**src/rtl/div_arbiter.sv**
```systemverilog
// Two-requester round-robin arbiter in front of one shared combinational divider.
// Optional macro DIV_ZERO_CHECK_EN: a zero divisor bypasses the divider and returns all ones with dz_err.
module div_arbiter #(
    parameter int unsigned Data_Depth    = 8,
    parameter int unsigned Divider_Depth = 8,
    parameter int          Settle_Cycles = 2
) (
    input  logic                       clk,
    input  logic                       rst,
    input  logic                       req0_valid,
    input  logic                       req1_valid,
    output logic                       req0_ready,
    output logic                       req1_ready,
    input  logic [4*Data_Depth-1:0]    req0_a,
    input  logic [4*Data_Depth-1:0]    req1_a,
    input  logic [4*Divider_Depth-1:0] req0_b,
    input  logic [4*Divider_Depth-1:0] req1_b,
    output logic                       rsp0_valid,
    output logic                       rsp1_valid,
    output logic [4*Data_Depth-1:0]    rsp0_q,
    output logic [4*Data_Depth-1:0]    rsp1_q,
    output logic [4*Data_Depth-1:0]    div_a,
    output logic [4*Divider_Depth-1:0] div_b,
    input  logic [4*Data_Depth-1:0]    div_c,
    output logic                       busy,
    output logic                       dz_err
);

    localparam int unsigned AW     = 4 * Data_Depth;
    localparam int unsigned BW     = 4 * Divider_Depth;
    localparam int unsigned SETTLE = (Settle_Cycles < 1) ? 32'd1 : 32'(Settle_Cycles);
    localparam int unsigned CW     = (SETTLE > 1) ? $clog2(SETTLE) : 1;

    typedef enum logic [1:0] {IDLE, ISSUE, DONE} state_t;

    state_t          state_q;
    logic [CW-1:0]   cnt_q;
    logic            last_grant_q;
    logic            id_q;
    logic [AW-1:0]   a_q;
    logic [BW-1:0]   b_q;
    logic [AW-1:0]   q0_q;
    logic [AW-1:0]   q1_q;
    logic            rsp0_valid_q;
    logic            rsp1_valid_q;
    logic            dz_q;

    logic            accept;
    logic            grant;
    logic [AW-1:0]   sel_a;
    logic [BW-1:0]   sel_b;
    logic            zero_b;

    // Grant selection: only in IDLE, contention resolved against the last winner
    always_comb begin
        accept = 1'b0;
        grant  = 1'b0;
        if (state_q == IDLE && !rst) begin
            accept = req0_valid | req1_valid;
            if (req0_valid && req1_valid) begin
                grant = ~last_grant_q;
            end else begin
                grant = req1_valid;
            end
        end
    end

    assign req0_ready = accept & ~grant;
    assign req1_ready = accept & grant;
    assign sel_a      = grant ? req1_a : req0_a;
    assign sel_b      = grant ? req1_b : req0_b;

`ifdef DIV_ZERO_CHECK_EN
    assign zero_b = (sel_b == '0);
    assign dz_err = dz_q;
`else
    assign zero_b = 1'b0;
    assign dz_err = 1'b0;
`endif

    always_ff @(posedge clk) begin
        if (rst) begin
            state_q      <= IDLE;
            cnt_q        <= '0;
            last_grant_q <= 1'b1;
            id_q         <= 1'b0;
            a_q          <= '0;
            b_q          <= '0;
            q0_q         <= '0;
            q1_q         <= '0;
            rsp0_valid_q <= 1'b0;
            rsp1_valid_q <= 1'b0;
            dz_q         <= 1'b0;
        end else begin
            rsp0_valid_q <= 1'b0;
            rsp1_valid_q <= 1'b0;
            dz_q         <= 1'b0;
            case (state_q)
                IDLE: begin
                    if (accept) begin
                        a_q          <= sel_a;
                        b_q          <= sel_b;
                        id_q         <= grant;
                        last_grant_q <= grant;
                        cnt_q        <= CW'(SETTLE - 1);
                        if (zero_b) begin
                            // Divide-by-zero short cut: answer immediately without using the divider
                            state_q <= DONE;
                            dz_q    <= 1'b1;
                            if (grant) begin
                                q1_q         <= '1;
                                rsp1_valid_q <= 1'b1;
                            end else begin
                                q0_q         <= '1;
                                rsp0_valid_q <= 1'b1;
                            end
                        end else begin
                            state_q <= ISSUE;
                        end
                    end
                end
                ISSUE: begin
                    if (cnt_q == '0) begin
                        state_q <= DONE;
                        if (id_q) begin
                            q1_q         <= div_c;
                            rsp1_valid_q <= 1'b1;
                        end else begin
                            q0_q         <= div_c;
                            rsp0_valid_q <= 1'b1;
                        end
                    end else begin
                        cnt_q <= cnt_q - CW'(1);
                    end
                end
                DONE:    state_q <= IDLE;
                default: state_q <= IDLE;
            endcase
        end
    end

    assign div_a      = a_q;
    assign div_b      = b_q;
    assign rsp0_q     = q0_q;
    assign rsp1_q     = q1_q;
    assign rsp0_valid = rsp0_valid_q;
    assign rsp1_valid = rsp1_valid_q;
    assign busy       = (state_q != IDLE);

endmodule
```
**config.mk**
```make
export PLATFORM = sky130hd
export DESIGN_NAME = div_arbiter
export DESIGN_NICKNAME = d
export VERILOG_FILES = /design/src/rtl/div_arbiter.sv
export SDC_FILE = /design/constraint.sdc
export NUM_CORES = 1
export LEC_CHECK = 0
export CORE_MARGIN = 4
export CORE_UTILIZATION = 43
export CTS_BUF_LIST = sky130_fd_sc_hd__clkbuf_8
export DETAILED_ROUTE_END_ITERATION = 10
export PLACE_DENSITY = 0.89
export REMOVE_ABC_BUFFERS = 1
export SLEW_MARGIN = 10
export SYNTH_ARGS = -nofsm -noshare
export SYNTH_HDL_FRONTEND = slang
export SYNTH_SLANG_ARGS = --single-unit
```
**constraint.sdc**
```tcl
create_clock -name clk -period 4.35 [get_ports clk]
set_input_delay 0.87 -clock clk [delete_from_list [all_inputs] [get_ports clk]]
set_output_delay 0.87 -clock clk [all_outputs]
set_load 0.05 [all_outputs]
```
==> results of run 1 <==
## metal layers
metal	vias up	part of all wire (%)
met1	2566	38
met5	-	0
met2	245	50
met3	51	8.2
li1	2642	-
met4	0	4.1
## per-stage QoR
step                cells  worst slack [ns]  hold WS [ns]
detailed placement    989              1.01         0.446
global placement      989              1.08         0.441
finish               1021             0.997         0.453
CTS                  1021              1.01         0.456
global route         1021             0.927         0.470
floorplan             536            -0.931         0.492
## kinds of logic after synthesis
family,Yosys count,share of synthesized area [%]
compound gates,188,25.0
buf+inv,88,7.59
flops,135,51.4
other cells,1,0.0713
simple gates,184,16.0
## placed cells by master, fill, tap and decap left out, drive strengths merged
cell type	count
nand2	130
conb	1
o21ai	1
o32ai	27
inv	29
clkdlybuf4s50	293
nand2b	4
a21bo	1
a211o	1
a21o	1
clkinv	5
o211ai	27
or4b	1
nor4b	1
bufinv	4
nor2	3
or2	1
dfxtp	135
a21boi	1
a221o	37
nor3	3
clkbuf	19
buf	13
nand4bb	1
and2	1
and3	38
a21oi	92
clkinvlp	3
nor4bb	1
## flip-flops by register name (all words and copies together) (netlist names), 2 cells and up
name / cells
div_a: 32
div_b: 32
rsp0_q: 32
rsp1_q: 32
state_q: 2
## power groups by stage
stage,Clock [mW],Combinational (mW),Sequential (mW)
after floorplan,0,0.255,1.82
after global placement,0,1.11,1.45
after detailed placement,0,1.13,1.45
after CTS,1.16,1.13,1.43
after global routing,1.22,1.19,1.44
final,1.14,1.13,1.43
## critical path: stages
cell,delay (ns)
clkdlybuf4s50_1,0.52
a21bo_2,0.43
nor3_1,0.37
buf_4,0.29
## cell type report
type | instances | area share (%)
multi-input combinational | 373 | 25.4
timing repair buffer | 306 | 35.1
tap | 147 | 2.12
sequential | 135 | 31.1
clock buffer | 19 | 3.01
clock inverter | 13 | 2.06
inverter | 28 | 1.21
## final timing paths
| check | to | slack (ns) | cells past startpoint |
|---|---|---|---|
| worst max-delay path | req1_ready | 1.0 | 4 |
| worst min register to register | rsp1_q[28] | 0.45 | 2 |
| worst max register to register | div_b[23] | 2.20 | 5 |
| worst min-delay path | rsp1_q[28] | 0.45 | 2 |
==> metrics.md, run 1 <==
| Metric | Value |
|---|---|
| Final core occ | 72.3% |
| Diodes inserted | 0 |
| Largest net degree at the start of global routing | 94 |
| Gpl congestion | 0.847 |
| Total number of vias | 5,504 |
| Pint | 2.44 mW |
| Placed Area | 8240 µm² |
| Logic gate share of total power | 30.5% |
| I/O pin total | 298 |
| Power density cells | 426 nW/µm² |
| GR peak layer | met2 |
| Clk_lat worst skew | 0.43 ns |
| Max-cap violation count | 0 |
| Fmax | 0.298 GHz |
| Primary FF master, synth | dfxtp_1 |
| Gates resized, CTS repair | 0 |
| Sequential power share | 38.6% |
| Reg clk slew, reported paths | 0.08 ns |
| Ys Warns | 0 |
| Post-route cell area | 8680 µm² |
| Count of cell types in the netlist | 29 |
| Die Area | 14,100 µm² |
| Clock Skew | 0.00925 ns |
| Lkg Pwr | 3.22 nW |
| Syn Inst Count | 596 |
| DRC violations left | 0 |
| CTS Buffer Depth | 2 |
| Top cell type's share of synthesized area | 51.4% |
| RSZ-0062 raised after global routing | false |
| Outcome | finished clean |
| Final setup violation count | 0 |
| H-tree depth | 4 |
| DR iter-0 viols | 444 |
| EDFF count, synth | 0 |
| Drt pass-1 iters | 4 |
| Worst-path fanout max | 28 |
| Minimum clock period | 3.35 ns |
| # clock sinks | 135 |
| Number of global-route vias before repair | 5,427 |
| Vias per Instance | 5.39 |
| Starting density of the core | 43.8% |
| Initial antenna violation count | 0 |
| Clk pwr share | 30.9% |
| FF+latch count, synth | 135 |
| Startpoint Class | input pin |
| Root Buffer | clkbuf_8 |
| VDD IR max | 0.000256 V |
| Critical Path Source | req1_valid |
| Area of the multi-input gates | 2210 µm² |
| Post-synth top cells | dfxtp_1 (135), nand2_1 (130), a21oi_1 (92) |
| FFs w/ async S/R, synth | 0% |
| Max-slew headroom | 30.1% |
| Sequential-to-total area share from yosys stat | 51.4% |
| # rows | 40 |
| Nets | 1,025 |
| Avg Cell Area, Syn | 8.82 µm² |
| Routed WL | 18.2 mm |
| CTS buffer count | 17 |
| Netlist Area Pre-Place | 5260 µm² |
| Crit. End Element | output pin |
| CTS tree | done |
| GRT Total Usage | 25.0% |
| Net Sw Frac | 34.0% |
| CTS hold repair buffers | 0 |
| Fill cells | 881 |
| Post-DP HPWL | 12.7 mm |
| Slew Viols, Final | 0 |
| Cell taking the most area after synthesis | dfxtp_1 |
| Core area | 12,000 µm² |
| Share of layout cells above drive strength 1 | 5.72% |
| Global route total overflow | 0 |
| Met1 Use GR | 27.2% |
| Largest cells by area after synthesis | dfxtp_1 (51%), nand2_1 (9.3%), a21oi_1 (8.8%) |
| Overall power | 3.70 mW |
| Switching pwr | 1.26 mW |
| Global-route wire length before repair | 28.1 mm |
| Setup_tns | 0 ns |
| Critical Path AT | 2.48 ns |
| Area Overhead vs Synth | 65.1% |
| Worst path required time | 3.48 ns |
| Min-Delay Path Class | flop to flop |
| Tightest Pin Transition | 1.05 ns |
| PortBufs | 296 |
| Register area | 2700 µm² |
| Met3 usage | 8.76% |
| Final period util | 77.1% |
| Chip Height | 119 µm |
| DR WL/cell | 17.8 µm |
| Top-count cell post-synth | dfxtp_1 |
| GR Util met2 | 43.1% |
| Hold Crit Start | rsp1_q[28] |
| Post-CTS Setup Repair Bufs | 0 |
| Die width | 119 µm |
| Final Hold Violating Endpoints | 0 |
| Worst r2r src | state_q[1] |
| WS Path Type | input pin to output pin |
| Detail Route Antenna Nets | 0 |
Note: power is estimated with default switching activity, not from simulation.
==> run 2: changes to the inputs <==
--- a/config.mk
+++ b/config.mk
@@ -6,10 +6,10 @@
 export NUM_CORES = 1
 export LEC_CHECK = 0
 export CORE_MARGIN = 4
-export CORE_UTILIZATION = 43
+export CORE_UTILIZATION = 36
 export CTS_BUF_LIST = sky130_fd_sc_hd__clkbuf_8
 export DETAILED_ROUTE_END_ITERATION = 10
-export PLACE_DENSITY = 0.89
+export PLACE_DENSITY = 0.79
 export REMOVE_ABC_BUFFERS = 1
 export SLEW_MARGIN = 10
 export SYNTH_ARGS = -nofsm -noshare
==> constraint.sdc (replaced) <==
create_clock -name clk -period 2.8 [get_ports clk]
set_input_delay 0.56 -clock clk [delete_from_list [all_inputs] [get_ports clk]]
set_output_delay 0.56 -clock clk [all_outputs]
set_load 0.05 [all_outputs]
==> run 2 against run 1 <==
Worst setup slack got worse by 0.56 ns. Combinational power grew 57%. Global-route usage down 3.5 points. Largest power group unchanged.
==> metrics.md, run 2 (same netlist as run 1, synthesis figures left out) <==
| Metric | Value |
|---|---|
| Outcome | finished clean |
| # rows | 43 (+7.5%) |
| Drt pass-1 iters | 4 (unchanged) |
| Met3 usage | 8.18% (-0.58 points) |
| R2R cell count | 3 (-2) |
| GR peak layer | met2 |
| PortBufs | 296 (unchanged) |
| Worst-path fanout max | 4 (-86%) |
| Power density cells | 665 nW/µm² (+56%) |
| Final core occ | 62.5% (-9.8 points) |
| Initial antenna violation count | 0 (unchanged) |
| Slew Viols, Final | 0 (unchanged) |
| CTS hold repair buffers | 0 (unchanged) |
| Worst hold path depth | 2 (unchanged) |
| Gates resized, CTS repair | 0 (unchanged) |
| CTS buffer count | 17 (unchanged) |
| I/O pin total | 298 (unchanged) |
| Root Buffer | clkbuf_8 |
| Final setup violation count | 0 (unchanged) |
| Total number of vias | 5,397 (-1.9%) |
| Final period util | 84.5% |
| Post-CTS Setup Repair Bufs | 0 (unchanged) |
| Most frequent cells in the layout | clkdlybuf4s50_1 (292), dfxtp_1 (135), nand2_1 (130) |
| Final Hold Violating Endpoints | 0 (unchanged) |
| Post-DP HPWL | 12.9 mm (+1.7%) |
| Detail Route Antenna Nets | 0 (unchanged) |
| Chip Height | 129 µm (+8.7%) |
| DR iter-0 viols | 290 (-35%) |
| Worst path required time | 2.24 ns (-1.24 ns) |
| Share of layout cells above drive strength 1 | 6.38% (+0.66 points) |
| Routed WL | 18.5 mm (+2.0%) |
| CTS Buffer Depth | 2 (unchanged) |
| Tightest Pin Transition | 1.08 ns (+0.0298 ns) |
| Global route total overflow | 0 (unchanged) |
| GRT Total Usage | 21.5% (-3.5 points) |
| Crit. End Element | output pin |
| Min-Delay Path Class | flop to flop |
| Cells along the critical path | clkdlybuf4s50_1 > a21bo_2 > nor3_1 > buf_4 > buf_12 |
| Critical Path AT | 1.81 ns (-0.67 ns) |
| CTS tree | done |
| Vias per Instance | 5.10 (-5.4%) |
| Reg clk slew, reported paths | 0.07 ns (about the same) |
| Clock Skew | 0.00940 ns (+0.000157 ns) |
| H-tree depth | 4 (unchanged) |
| Nets | 1,029 (+0.39%) |
| Fmax | 0.423 GHz |
| Largest net degree at the start of global routing | 98 (+4.3%) |
| RSZ-0062 raised after global routing | false |
| Worst r2r src | state_q[1] |
| Met1 Use GR | 25.2% (-2.1 points) |
| Worst Hold Endpoint | rsp1_q[30] |
| Starting density of the core | 37.3% (-6.5 points) |
| Clk_lat worst skew | 0.43 ns (about the same) |
| Fill cells | 1,217 (+38%) |
| # clock sinks | 135 (unchanged) |
| Slowest stage cell, crit path | clkdlybuf4s50_1 |
| Area Overhead vs Synth | 67.5% |
| Hold Crit Start | rsp1_q[30] |
| Delay of the slowest cell on the worst path | 0.54 ns (+0.02 ns) |
| Commonest non-fill, non-tap cell in the layout | clkdlybuf4s50_1 |
| DRC violations left | 0 (unchanged) |
| Number of global-route vias before repair | 5,324 (-1.9%) |
| Global-route wire length before repair | 28.1 mm (+0.15%) |
| Post-route cell area | 8810 µm² (+1.5%) |
| R2R Path End | div_b[27] |
| GR Util met2 | 36.7% (-6.4 points) |
| Overall power | 5.86 mW (+58%) |
| Gpl congestion | 0.814 (-3.8%) |
| Max-slew headroom | 28.3% (-1.8 points) |
| R2R setup slack | 0.84 ns (-1.36 ns) |
| Die width | 129 µm (+8.7%) |
| WS Path Type | input pin to output pin |
| Core area | 14,100 µm² (+17%) |
| Die Area | 16,600 µm² (+18%) |
| Max-cap violation count | 0 (unchanged) |
| Placed Area | 8350 µm² (+1.3%) |
| VDD IR max | 0.000285 V (+11%) |
| Hold_ws | 0.455 ns (+0.00156 ns) |
| DR WL/cell | 17.5 µm (-1.6%) |
| Minimum clock period | 2.37 ns |
| Startpoint Class | input pin |
| Diodes inserted | 0 (unchanged) |
| Lkg Pwr | 3.26 nW (+1.2%) |
## run 2: changes by cell type in the layout (fill, tap and decap cells not counted)
cell,before,now
buf_4,12,14
clkdlybuf4s50_1,293,292
buf_12,1,4
bufinv_16,4,5
clkinv_2,3,4
clkinv_4,2,1
inv_1,29,28
## run 2: layer usage
| metal | up-vias | wire length (µm) |
|---|---|---|
| met5 | - | 0 |
| met4 | 0 | 272 |
| met3 | 24 | 1800 |
| met2 | 226 | 8980 |
| met1 | 2494 | 7490 |
| li1 | 2653 | - |
## run 2: metrics by stage
stage | instances | setup WS, ns | TNS [ns]
after global placement | 1026 | 0.333 | 0
after CTS | 1058 | 0.425 | 0
after global routing | 1058 | 0.373 | 0
after detailed placement | 1026 | 0.235 | 0
final | 1058 | 0.433 | 0
after floorplan | 536 | -1.86 | -101.40
## run 2: worst max path at each step
stage,slack (ns),to,from
floorplan,-1.86,req0_ready,rst
global placement,0.33,div_a[14],req0_valid
detailed placement,0.24,div_b[27],req0_valid
CTS,0.42,req1_ready,req0_valid
global route,0.37,req0_ready,state_q[1]
finish,0.43,req1_ready,req0_valid
## run 2: power by group
group / internal [mW] / switching (mW) / total, mW
clock network: 1.10 / 0.770 / 1.87
registers: 2.10 / 0.113 / 2.22
logic: 0.691 / 1.08 / 1.77
## run 2: final cells by class
| class | instances | area (µm²) | share of cell area (%) |
|---|---|---|---|
| clock buffers | 19 | 262 | 2.97 |
| clock inverters | 13 | 201 | 2.29 |
| inverters | 28 | 105 | 1.19 |
| multi-input cells | 373 | 2210 | 25.0 |
| flip-flops and latches | 135 | 2700 | 30.7 |
| well taps | 180 | 225 | 2.56 |
| repair buffers | 310 | 3110 | 35.3 |
## run 2: worst max-delay path, delay by kind of cell
| kind | cells | cell delay (ns) |
|---|---|---|
| buffers and inverters | 3 | 0.83 |
| AO/OA/AOI/OAI | 1 | 0.27 |
| AND/OR/NAND/NOR | 1 | 0.13 |
